## src/rtl/led_pkg.sv

```systemverilog
// Shared constants for the LED blink controller: combine-mode width and encodings.
package led_pkg;
  localparam int MODE_W = 2;

  typedef logic [MODE_W-1:0] mode_t;

  localparam mode_t MODE_OR    = 2'b00;
  localparam mode_t MODE_AND   = 2'b01;
  localparam mode_t MODE_GATED = 2'b10;
  localparam mode_t MODE_FREE  = 2'b11;
endpackage

```

## src/rtl/sw_debounce.sv

```systemverilog
// One switch channel: 2-flop synchroniser followed by a stable-count debouncer.
module sw_debounce
  import led_pkg::*;
#(
  parameter int DEB_CYCLES = 16
) (
  input  logic clk,
  input  logic rst,
  input  logic sw,
  output logic sw_db
);

  localparam int CNT_W = (DEB_CYCLES > 1) ? $clog2(DEB_CYCLES) : 1;
  localparam logic [CNT_W-1:0] CNT_MAX = CNT_W'(DEB_CYCLES - 1);

  logic s1;
  logic s2;
  logic [CNT_W-1:0] cnt;

  // Any sample matching the accepted level restarts the stability count.
  always_ff @(posedge clk) begin
    if (rst) begin
      s1    <= 1'b0;
      s2    <= 1'b0;
      cnt   <= '0;
      sw_db <= 1'b0;
    end else begin
      s1 <= sw;
      s2 <= s1;
      if (s2 == sw_db) begin
        cnt <= '0;
      end else if (cnt == CNT_MAX) begin
        sw_db <= s2;
        cnt   <= '0;
      end else begin
        cnt <= cnt + CNT_W'(1);
      end
    end
  end

endmodule

```

## src/rtl/led_blink_ctrl.sv

```systemverilog
// Debounces NUM_SW switches and drives one LED from them under a selectable
// OR / AND / gated-blink / free-blink mode.
module led_blink_ctrl
  import led_pkg::*;
#(
  parameter int NUM_SW      = 3,
  parameter int DEB_CYCLES  = 16,
  parameter int BLINK_DIV_W = 24
) (
  input  logic              clk,
  input  logic              rst,
  input  logic [NUM_SW-1:0] sw,
  input  logic [MODE_W-1:0] mode,
  output logic              out,
  output logic [NUM_SW-1:0] sw_db,
  output logic              blink_tick
);

  logic [BLINK_DIV_W-1:0] pre;
  logic                   phase;
  logic                   out_next;

  for (genvar i = 0; i < NUM_SW; i++) begin : g_deb
    sw_debounce #(
      .DEB_CYCLES(DEB_CYCLES)
    ) u_deb (
      .clk  (clk),
      .rst  (rst),
      .sw   (sw[i]),
      .sw_db(sw_db[i])
    );
  end

  // Tick and phase toggle share the edge on which the prescaler wraps.
  always_ff @(posedge clk) begin
    if (rst) begin
      pre        <= '0;
      blink_tick <= 1'b0;
      phase      <= 1'b0;
      out        <= 1'b0;
    end else begin
      pre        <= pre + BLINK_DIV_W'(1);
      blink_tick <= &pre;
      if (&pre) begin
        phase <= ~phase;
      end
      out <= out_next;
    end
  end

  always_comb begin
    out_next = 1'b0;
    case (mode)
      MODE_OR:    out_next = |sw_db;
      MODE_AND:   out_next = &sw_db;
      MODE_GATED: out_next = phase & (|sw_db);
      default:    out_next = phase;
    endcase
  end

endmodule

```

## config.mk

```make
export PLATFORM = sky130hd
export DESIGN_NAME = led_blink_ctrl
export DESIGN_NICKNAME = d
export VERILOG_FILES = /design/src/rtl/led_pkg.sv /design/src/rtl/sw_debounce.sv /design/src/rtl/led_blink_ctrl.sv
export SDC_FILE = /design/constraint.sdc
export NUM_CORES = 1
export LEC_CHECK = 0
export CAP_MARGIN = 5
export CORE_ASPECT_RATIO = 1.5
export CORE_MARGIN = 3
export CORE_UTILIZATION = 40
export CTS_CLUSTER_DIAMETER = 120
export DETAILED_ROUTE_END_ITERATION = 8
export PLACE_DENSITY = 0.66
export SYNTH_ARGS = -nofsm -noshare
export SYNTH_HDL_FRONTEND = slang
export SYNTH_HIERARCHICAL = 1
export SYNTH_SLANG_ARGS = --single-unit
```

## constraint.sdc

```tcl
create_clock -name clk -period 4.75 [get_ports clk]
set_clock_uncertainty 0.1 [all_clocks]
set_input_delay 0.475 -clock clk [delete_from_list [all_inputs] [get_ports clk]]
set_output_delay 0.475 -clock clk [all_outputs]
set_load 0.05 [all_outputs]
```

Word level (Yosys, flattened, before mapping)
Cells that the tools add are included.

storage, ports and cells
  logic and storage cells = 44
  bits in registers = 48

operators by class
  reductions and logical operators = 10
  $add $sub $neg = 4
  mux-type cells = 1
  bitwise logic cells = 5
  eq/ne operators = 8

operator list
  cell                                                                   number
  24-bit by 1-bit adder with 24-bit output, second input constant        1
  24-bit AND reduction                                                   1
  4-bit by 1-bit adder with 4-bit output, second input constant          3
  4-bit equality test, second input constant                             3
  3-bit OR reduction                                                     4
  2-bit AND reduction                                                    3
  1-bit inverter                                                         4
  1-bit equality test                                                    3
  1-bit case mux with 3 select lines                                     1
  3-bit AND reduction                                                    1
  2-bit by 1-bit equality test with 1-bit output, second input constant  1
  2-bit equality test, second input constant                             1
  2-bit zero test                                                        1
  1-bit AND                                                              1

Depth between registers and ports, before layout
Gate-level depths: netlist of the first run.

  depth after elaboration = 3
  mapped depth = 5
  mapped depth without buffers = 5

By module
The synthesis of the first run kept the hierarchy.

modules (own cells, without submodules)
  module          times used  cells each  area an instance (µm²)
  led_blink_ctrl  1           134         1229.9
  sw_debounce     3           23          251.5

Worst setup path before layout of the first run
Ideal clock, no wire load.

  kind = reg-to-reg
  start = reg pre[0]
  end = reg phase
  path slack = 2.951 ns
  data arrival time = 1.576 ns
  required time = 4.527 ns
  cell stages (with the launch flop) = 6
  cell sequence = dfxtp_1 -> ha_1 -> nand4_1 -> nor4_2 -> nand3_1 -> mux2_1

on the way
  longest elaborated chain between the ends = 1

RTL lines
  item                    line                  text
  start, declared         led_blink_ctrl.sv:19  logic [BLINK_DIV_W-1:0] pre;
  start signal, assigned  led_blink_ctrl.sv:42  pre <= pre + BLINK_DIV_W'(1);
  24-bit AND reduction    led_blink_ctrl.sv:44  if (&pre) begin
  end signal, assigned    led_blink_ctrl.sv:45  phase <= ~phase;
  end, declared           led_blink_ctrl.sv:20  logic phase;

Every way passes these cells.
A chain may end at the register's enable or synchronous reset.

==> flow_metrics.py, run 1 <==
metrics = {
    "status": {
        "status": "finished clean",
    },
    "timing": {
        "finalCritPeriodShare": 0.467,
        "period_minus_slack_ns": 2.22,
        "maxSlewViolCount": 0,
        "holdWs_ns": 0.344,
        "max_freq_mhz": 451,
        "fin_setup_tns_ns": 0,
        "rsz0062_at_grt": "false",
        "setup_viol": 0,
        "worst_pin_slew_ns": 0.999,
        "hold_viol_final": 0,
        "relSlewSlack": 0.332,
    },
    "routing": {
        "wl_per_cell_microns": 11.2,
        "ant_nets": 0,
        "finalWirelength_microns": 3160,
        "dr.first_iter.drc_count": 39,
        "vias": 1389,
        "firstDrtPassIters": 4,
        "vias_per_cell": 4.93,
        "route.detailed.drc": 0,
    },
    "grt": {
        "grt_pass1_vias": 1333,
        "grt_usage": 0.118,
        "grtUsageMet2": 0.208,
        "grt_first_pass_wirelength_microns": 5550,
        "use_met3": 0.0294,
        "grtUsageMet1": 0.131,
        "grt_max_degree": 29,
        "grt_antenna_before_repair": 0,
        "global_route.overflow_total": 0,
        "gr-max-usage-layer": "met2",
    },
    "placed_design": {
        "gp_congestion": 0.695,
        "place.detailed.hpwl_microns": 2260,
        "io_buffer_count": 11,
        "postPlaceCellArea_sq_um": 2160,
    },
    "cts": {
        "cts-root-buf": "clkbuf_8",
        "h-tree-depth": 2,
        "cts_resized": 0,
        "cts.path.max_buffers": 2,
        "cts.sinks": 48,
        "cts.clk_slew.worst_paths_ns": 0.08,
        "cts_inserted_buffers": 5,
        "hold_buffers": 0,
        "post_cts_buffers": 0,
        "clk_latency_ns": 0.29,
        "cts_tree": "yes",
    },
    "worst_setup_path": {
        "start_kind": "primary input",
        "r2r-start": "pre[0]",
        "worstSetupEndpointType": "flip-flop",
        "path_class": "primary input to flip-flop",
        "critPathMaxFanout": 28,
        "r2r_cells": 5,
        "rrSetupSlack_ns": 2.68,
        "worstPathRequired_ns": 4.83,
        "reg2reg_to": "phase",
        "cp.arrival_ns": 2.30,
    },
    "synthesis": {
        "ys_async_sr_fraction": 0,
        "ys_seq_elements": 48,
        "synth_cells": 203,
        "synth.cell_area_sq_um": 1980,
        "yosysWarnings": 6,
        "syn_nets": 214,
        "avgSynthCellArea_sq_um": 9.78,
        "synth_top_flop_cell": "dfxtp_1",
        "synth_cell_types": 37,
        "synth_edf_count": 0,
        "ys_seq_area_frac": 0.484,
    },
    "floorplanning": {
        "io_pins": 12,
        "num_rows": 30,
        "die_area_sq_um": 5860,
        "core_sq_um": 4650,
        "die_w_microns": 63.5,
        "start_util": 0.426,
        "die_h_microns": 92.3,
    },
    "power_and_ir_drop": {
        "p_per_area_nw_per_um2": 336,
        "p_total_mw": 0.769,
        "power.leakage_nw": 0.824,
        "vdd_ir_drop_max_v": 0.000154,
    },
    "final_layout": {
        "drive_gt1_frac": 0.115,
        "final_common_cell": "dfxtp_1",
        "final_cell_mix": "48 x dfxtp_1, 35 x nor2_1, 14 x nand3_1",
        "final_nets": 229,
        "fill_cells": 477,
        "area_growth_pct": 15.5,
        "insertedDiodeCount": 0,
        "final_util": 0.492,
        "final_cell_area_sq_um": 2290,
    },
    "worst_hold_path": {
        "holdPathEnd": "g_deb[1].u_deb/cnt[0]",
        "hp-class": "flip-flop to flip-flop",
        "worstHoldStart": "g_deb[1].u_deb/cnt[0]",
        "hold_depth": 1,
    },
    "job": {
        "max_cap_violations": 0,
    },
}
-- sequential cells by signal, summed over array words and instances, names as in the netlist --
name,flops
blink_tick,1
g_deb.u_deb/cnt,12
g_deb.u_deb/s2,3
pre,24
phase,1
out,1
g_deb.u_deb/sw_db,3
g_deb.u_deb/s1,3
-- per-layer routing --
metal,part of all wire,wire [microns],vias up
met2,0.50,1590,17
met3,0.031,97,5
li1,-,-,725
met4,0.021,67,0
met1,0.44,1410,642
met5,0,0,-
-- power by group --
| part | internal (mW) | total (mW) | switching (mW) | leakage (nW) |
|---|---|---|---|---|
| clock network | 0.207 | 0.335 | 0.128 | 0.0642 |
| logic | 0.0116 | 0.0227 | 0.0111 | 0.371 |
| registers | 0.408 | 0.411 | 0.00377 | 0.389 |
| total | 0.626 | 0.769 | 0.143 | 0.824 |
-- critical path: stages --
cell	delay (ns)
clkdlybuf4s50_1	1.13
buf_4	0.35
nor2b_1	0.06
mux2_1	0.28
-- synth_stat cells, types with 4 or more instances --
cell	instances	share of area
nor2_1	35	0.066
nand2_1	4	0.0076
nand4_1	6	0.019
inv_1	6	0.011
a21oi_1	8	0.020
dfxtp_1	48	0.48
ha_1	4	0.025
xor2_1	12	0.053
nand3_1	14	0.035
xnor2_1	10	0.044
nor2b_1	10	0.032
-- stage by stage --
| stage | worst slack, ns | std cells |
|---|---|---|
| after detailed placement | 2.21 | 275 |
| after global routing | 2.42 | 282 |
| after global placement | 2.24 | 275 |
| after CTS | 2.52 | 282 |
| after floorplan | 2.95 | 203 |
| final | 2.53 | 282 |
-- worst max path at each step --
stage,slack (ns),endpoint,start
CTS,2.52,pre[18],rst
detailed placement,2.21,pre[18],rst
global route,2.42,pre[20],rst
finish,2.53,pre[20],rst
floorplan,2.95,phase,pre[0]
global placement,2.24,pre[20],rst
-- final cells by class --
cell class | instances | area (sq um) | area share
multi-input combinational | 145 | 982 | 0.428
sequential | 48 | 961 | 0.419
timing repair buffer | 12 | 118 | 0.0513
tap | 64 | 80.1 | 0.0349
clock buffer | 5 | 68.8 | 0.0300
clock inverter | 2 | 60.1 | 0.0262
inverter | 6 | 22.5 | 0.00983
-- logic make-up (layout without fill, tap and decap cells) --
logic type,count (synthesis),count (layout),synth area share
AO/OA/AOI/OAI,15,15,0.0435
XOR/XNOR,22,22,0.0971
adder cells (fa/ha/maj),4,4,0.0252
buffers and inverters,10,25,0.0208
flip-flops,48,48,0.484
multiplexers,7,7,0.0378
AND/OR/NAND/NOR,97,97,0.291
Note: power is estimated with default switching activity, not from simulation.
==> run 2: changes to the inputs <==
--- a/config.mk
+++ b/config.mk
@@ -11,7 +11,7 @@
 export CORE_UTILIZATION = 40
 export CTS_CLUSTER_DIAMETER = 120
 export DETAILED_ROUTE_END_ITERATION = 8
-export PLACE_DENSITY = 0.66
+export PLACE_DENSITY = 0.69
 export SYNTH_ARGS = -nofsm -noshare
 export SYNTH_HDL_FRONTEND = slang
 export SYNTH_HIERARCHICAL = 1
==> constraint.sdc (replaced) <==
create_clock -name clk -period 1.9 [get_ports clk]
set_clock_uncertainty 0.1 [all_clocks]
set_input_delay 0.19 -clock clk [delete_from_list [all_inputs] [get_ports clk]]
set_output_delay 0.19 -clock clk [all_outputs]
set_load 0.05 [all_outputs]
==> run 2 against run 1 <==
Effect of this change: sequential share of layout area shrank 0.94 points; largest power group unchanged; worst hold slack is essentially flat; critical endpoint is now sw_db[1]; sequential power grew to 2.5 times the previous value.
==> flow_metrics.py, run 2 (synthesis gave the netlist of run 1 again) <==
metrics = {
    "worst_setup_path": {
        "start_kind": "flip-flop",
        "r2r-start": "pre[1]",
        "worstSetupEndpointType": "output pin",
        "reg2reg_to": "pre[22]",
        "crit_buf_inv": 1,
        "crit_chain": "clkdlybuf4s50_1",
        "slowest_delay_ns": 0.83,
        "critPathMaxFanout": 5,
        "path_class": "flip-flop to output pin",
        "critPathTopFamily": "buffers and inverters",
        "r2r_cells": 5,
        "cp_slowest_cell": "clkdlybuf4s50_1",
        "cp.arrival_ns": 1.54,
        "worstPathRequired_ns": 1.61,
        "rrSetupSlack_ns": 0.11,
    },
    "final_layout": {
        "insertedDiodeCount": 0,
        "final_common_cell": "dfxtp_1",
        "top_register": "pre",
        "final_cell_area_sq_um": 2340,
        "largest_reg_flops": 24,
        "drive_gt1_frac": 0.140,
        "largestRegisters": "pre: 24 flops, g_deb.u_deb/cnt: 12 flops",
        "final_nets": 232,
        "final_cell_mix": "48 x dfxtp_1, 35 x nor2_1, 13 x nand3_1",
        "area_growth_pct": 18.2,
    },
    "timing": {
        "rsz0062_at_grt": "false",
        "maxSlewViolCount": 0,
        "worst_pin_slew_ns": 0.493,
        "max_freq_mhz": 548,
        "setup_viol": 0,
        "hold_viol_final": 0,
        "finalCritPeriodShare": 0.961,
        "fin_ws_ns": 0.0743,
        "period_minus_slack_ns": 1.83,
        "relSlewSlack": 0.670,
    },
    "cts": {
        "hold_buffers": 0,
        "h-tree-depth": 2,
        "cts_tree": "yes",
        "clk_latency_ns": 0.29,
        "cts.path.max_buffers": 2,
        "cts_inserted_buffers": 5,
        "cts-root-buf": "clkbuf_8",
        "cts.clk_slew.worst_paths_ns": 0.08,
        "cts.sinks": 48,
    },
    "worst_hold_path": {
        "hp-class": "flip-flop to flip-flop",
        "hold_depth": 1,
        "worstHoldStart": "g_deb[1].u_deb/cnt[0]",
        "holdPathEnd": "g_deb[1].u_deb/cnt[0]",
    },
    "floorplanning": {
        "core_sq_um": 4650,
        "die_h_microns": 92.3,
        "die_area_sq_um": 5860,
        "start_util": 0.426,
        "io_pins": 12,
        "num_rows": 30,
        "die_w_microns": 63.5,
    },
    "placed_design": {
        "postPlaceCellArea_sq_um": 2190,
        "gp_congestion": 0.693,
        "io_buffer_count": 11,
        "place.detailed.hpwl_microns": 2280,
        "pre_cts_slack_ns": -0.0397,
    },
    "grt": {
        "grt_antenna_before_repair": 0,
        "grt_usage": 0.126,
        "grt_first_pass_wirelength_microns": 5890,
        "grt_max_degree": 44,
        "grt_pass1_vias": 1405,
        "global_route.overflow_total": 0,
    },
    "routing": {
        "firstDrtPassIters": 4,
        "dr.first_iter.drc_count": 28,
        "ant_nets": 0,
        "finalWirelength_microns": 3250,
        "vias": 1412,
        "route.detailed.drc": 0,
        "wl_per_cell_microns": 11.4,
        "vias_per_cell": 4.95,
    },
    "power_and_ir_drop": {
        "power.leakage_nw": 0.859,
        "p_per_area_nw_per_um2": 819,
        "vdd_ir_drop_max_v": 0.000399,
    },
    "job": {
        "max_cap_violations": 0,
    },
    "status": {
        "status": "finished clean",
    },
}
run 2: final cells by class:
cell class / instances / area [sq um]
fillers: 458 / 2310
multi-input cells: 145 / 1000
flip-flops and latches: 48 / 961
repair buffers: 15 / 153
well taps: 64 / 80.1
clock buffers: 5 / 68.8
clock inverters: 2 / 60.1
inverters: 6 / 22.5
run 2: stage by stage:
| step | utilization | total power [mW] | hold slack (ns) | cells | TNS [ns] |
|---|---|---|---|---|---|
| 2_1_floorplan | - | 1.08 | 0.162 | 203 | 0 |
| 3_3_place_gp | 0.471 | 1.11 | 0.323 | 277 | 0 |
| 3_5_place_dp | 0.471 | 1.12 | 0.333 | 277 | -0.0469 |
| 4_1_cts | 0.500 | 1.95 | 0.348 | 284 | 0 |
| 5_1_grt | 0.504 | 2.00 | 0.354 | 285 | 0 |
| 6_report | 0.504 | 1.92 | 0.344 | 285 | 0 |
run 2: worst max-delay path by stage:
stage / startpoint / end / slack (ns) / depth (start not counted)
floorplan: pre[0] / phase / 0.10 / 5
global placement: pre[1] / phase / 0.01 / 5
detailed placement: pre[1] / phase / -0.04 / 5
CTS: pre[1] / phase / 0.03 / 5
global route: pre[1] / phase / 0.0004 / 5
finish: g_deb[1].u_deb/sw_db / sw_db[1] / 0.07 / 1
run 2: what timing repair did:
action / 4_1_cts / 5_1_grt
setup endpoints to repair: 3 / 4
buffers inserted: 0 / 1
resized for setup: 1 / 3
pin swaps: 0 / 1
run 2: power by group:
part           switching [mW]  total [mW]  internal [mW]
logic                  0.0300      0.0640         0.0340
registers             0.00885        1.03           1.02
clock network           0.311       0.828          0.517
total                   0.349        1.92           1.57
run 2: layer usage:
metal  track usage  part of all wire
met1         0.127              0.41
met2         0.231              0.53
met3        0.0368             0.038
met4        0.0649             0.022
met5             0                 0
==> run 3: changes to the inputs <==
--- a/config.mk
+++ b/config.mk
@@ -11,8 +11,7 @@
 export CORE_UTILIZATION = 40
 export CTS_CLUSTER_DIAMETER = 120
 export DETAILED_ROUTE_END_ITERATION = 8
-export PLACE_DENSITY = 0.69
+export PLACE_DENSITY = 0.66
 export SYNTH_ARGS = -nofsm -noshare
 export SYNTH_HDL_FRONTEND = slang
-export SYNTH_HIERARCHICAL = 1
 export SYNTH_SLANG_ARGS = --single-unit
==> run 3 against run 2 <==
Effect of this change: via count up 3.3%; first-iteration DRC count up 140%; clock power down 23%; register-to-register slack worse by 0.05 ns; largest power group unchanged; count of clock-buffer cells in the layout up 1; power down 10%.
==> flow_metrics.py, run 3 <==
metrics = {
    "status": {
        "status": "finished clean",
    },
    "worst_setup_path": {
        "cp.arrival_ns": 1.99,
        "r2r_cells": 5,
        "cp-endpoint": "pre[22]",
        "path_class": "flip-flop to flip-flop",
        "critPathMaxFanout": 6,
        "worstSetupEndpointType": "flip-flop",
        "r2r-start": "pre[0]",
        "reg2reg_to": "pre[22]",
        "crit_start": "pre[0]",
        "rrSetupSlack_ns": 0.06,
        "worstPathRequired_ns": 2.05,
        "start_kind": "flip-flop",
    },
    "routing": {
        "finalWirelength_microns": 3290,
        "vias": 1458,
        "firstDrtPassIters": 4,
        "ant_nets": 0,
        "vias_per_cell": 4.88,
        "wl_per_cell_microns": 11.0,
        "route.detailed.drc": 0,
        "dr.first_iter.drc_count": 67,
    },
    "timing": {
        "relSlewSlack": 0.661,
        "maxSlewViolCount": 0,
        "hold_viol_final": 0,
        "finalCritPeriodShare": 0.969,
        "rsz0062_at_grt": "false",
        "setup_viol": 0,
        "fin_setup_tns_ns": 0,
        "worst_pin_slew_ns": 0.507,
        "period_minus_slack_ns": 1.84,
        "max_freq_mhz": 543,
    },
    "cts": {
        "h-tree-depth": 2,
        "cts_tree": "yes",
        "cts_inserted_buffers": 5,
        "cts-root-buf": "clkbuf_8",
        "cts.path.max_buffers": 2,
        "cts.sinks": 48,
        "post_cts_buffers": 0,
        "cts.clk_slew.worst_paths_ns": 0.09,
        "clk_latency_ns": 0.30,
    },
    "final_layout": {
        "top_register": "pre",
        "largest_reg_flops": 24,
        "drive_gt1_frac": 0.166,
        "final_nets": 245,
        "final_common_cell": "dfxtp_1",
        "insertedDiodeCount": 0,
        "largestRegisters": "pre: 24 flops, g_deb.u_deb.cnt: 12 flops",
        "area_growth_pct": 22.7,
        "final_cell_mix": "45 x dfxtp_1, 30 x nor2_1, 20 x buf_4",
    },
    "power_and_ir_drop": {
        "clkPwrFrac": 0.367,
        "p_total_mw": 1.73,
        "p_sw_mw": 0.377,
        "swShare": 0.218,
        "vdd_ir_drop_max_v": 0.000512,
        "power_frac_seq": 0.595,
        "power.leakage_nw": 0.852,
        "p_int_mw": 1.35,
        "combPwrFrac": 0.038,
        "p_per_area_nw_per_um2": 736,
    },
    "grt": {
        "grt_pass1_vias": 1371,
        "global_route.overflow_total": 0,
        "grt_usage": 0.129,
        "grt_antenna_before_repair": 0,
        "grt_max_degree": 17,
        "grt_first_pass_wirelength_microns": 5900,
    },
    "synthesis": {
        "synth.cell_area_sq_um": 1910,
        "yosys-top-cells-count": "48 x dfxtp_1, 30 x nor2_1, 13 x xnor2_1",
        "synthTopCellsByArea": "dfxtp_1 50%, xnor2_1 5.9%, nor2_1 5.9%, xor2_1 4.6%, or3_1 3.9%",
        "synth_top_flop_cell": "dfxtp_1",
        "ys_seq_elements": 48,
        "yosysWarnings": 0,
        "ys_async_sr_fraction": 0,
        "synth_cells": 206,
        "synth_top_area_cell": "dfxtp_1",
        "synth_most_common_cell": "dfxtp_1",
        "ys_seq_area_frac": 0.502,
        "synth_top_area_frac": 0.502,
        "avgSynthCellArea_sq_um": 9.29,
        "synth_edf_count": 0,
        "syn_nets": 217,
        "synth_cell_types": 30,
    },
    "floorplanning": {
        "die_area_sq_um": 5670,
        "start_util": 0.418,
        "die_h_microns": 90.7,
        "io_pins": 12,
        "core_sq_um": 4580,
        "die_w_microns": 62.5,
        "num_rows": 30,
    },
    "job": {
        "max_cap_violations": 0,
    },
    "worst_hold_path": {
        "hp-class": "primary input to flip-flop",
    },
    "placed_design": {
        "place.detailed.hpwl_microns": 2370,
        "gp_congestion": 0.804,
        "io_buffer_count": 11,
    },
}
run 3: cell count changes after synthesis, sizes merged, moves of 4 or more:
cell and delta:
o21ai +5, nand3 -4, clkbuf +4, mux2 -4
or3 +5, nor2 -5
run 3: layout make-up:
cell class	count	area (sq um)
clock buffer	6	82.6
clock inverter	2	13.8
fill	463	2230
inverter	6	22.5
multi-input combinational	142	920
sequential	48	967
tap	64	80.1
timing repair buffer	31	263
run 3: cell families after synthesis:
group / after synthesis / synth area share
multiplexers: 3 / 0.0157
AO/OA/AOI/OAI: 21 / 0.0582
adder cells (fa/ha/maj): 4 / 0.0261
XOR/XNOR: 23 / 0.105
buffers and inverters: 16 / 0.0386
flip-flops: 48 / 0.502
AND/OR/NAND/NOR: 91 / 0.254
run 3: critical path, cell delays in order, from the launching register on:
cell and delay [ns]:
dfxtp_4 0.38, ha_4 0.15, nand3_4 0.08, or4_4 0.55
or4_4 0.43, a21oi_2 0.11
run 3: layer usage:
layer	wire length, microns	vias to the layer above	track usage
li1	-	759	-
met1	1450	669	0.140
met4	79	0	0.0718
met3	94	5	0.0336
met2	1670	25	0.224
met5	0	-	0
run 3: stage by stage:
stage | util | worst slack [ns] | cells | area [sq um] | hold slack (ns)
2_1_floorplan | - | 0.00841 | 206 | 1920 | 0.206
3_3_place_gp | 0.483 | 0.0353 | 291 | 2210 | 0.317
3_5_place_dp | 0.483 | 0.0113 | 291 | 2210 | 0.327
4_1_cts | 0.504 | -0.00252 | 299 | 2310 | 0.323
5_1_grt | 0.513 | 0.00167 | 299 | 2350 | 0.329
6_report | 0.513 | 0.0586 | 299 | 2350 | 0.338
run 3: power by group through the flow:
stage	sequential, mW	combinational (mW)	clock [mW]
after floorplan	1.05	0.0303	0
after global placement	1.05	0.0596	0
after detailed placement	1.05	0.0608	0
after CTS	1.03	0.0611	0.665
after global routing	1.03	0.0732	0.701
final	1.03	0.0648	0.634
run 3: what timing repair did:
item,in CTS,in global routing
pin swaps,0,3
setup endpoints to repair,1,9
resized for setup,0,11
hold buffers,0,0
run 3: worst min path at each step:
| stage | startpoint | to | cells past startpoint |
|---|---|---|---|
| after floorplan | mode[1] | out | 1 |
| after global placement | g_deb[0].u_deb.s1 | g_deb[0].u_deb.s2 | 1 |
| after detailed placement | g_deb[1].u_deb.s1 | g_deb[1].u_deb.s2 | 1 |
| after CTS | sw[1] | g_deb[1].u_deb.s1 | 2 |
| after global routing | sw[1] | g_deb[1].u_deb.s1 | 2 |
| final | sw[1] | g_deb[1].u_deb.s1 | 2 |
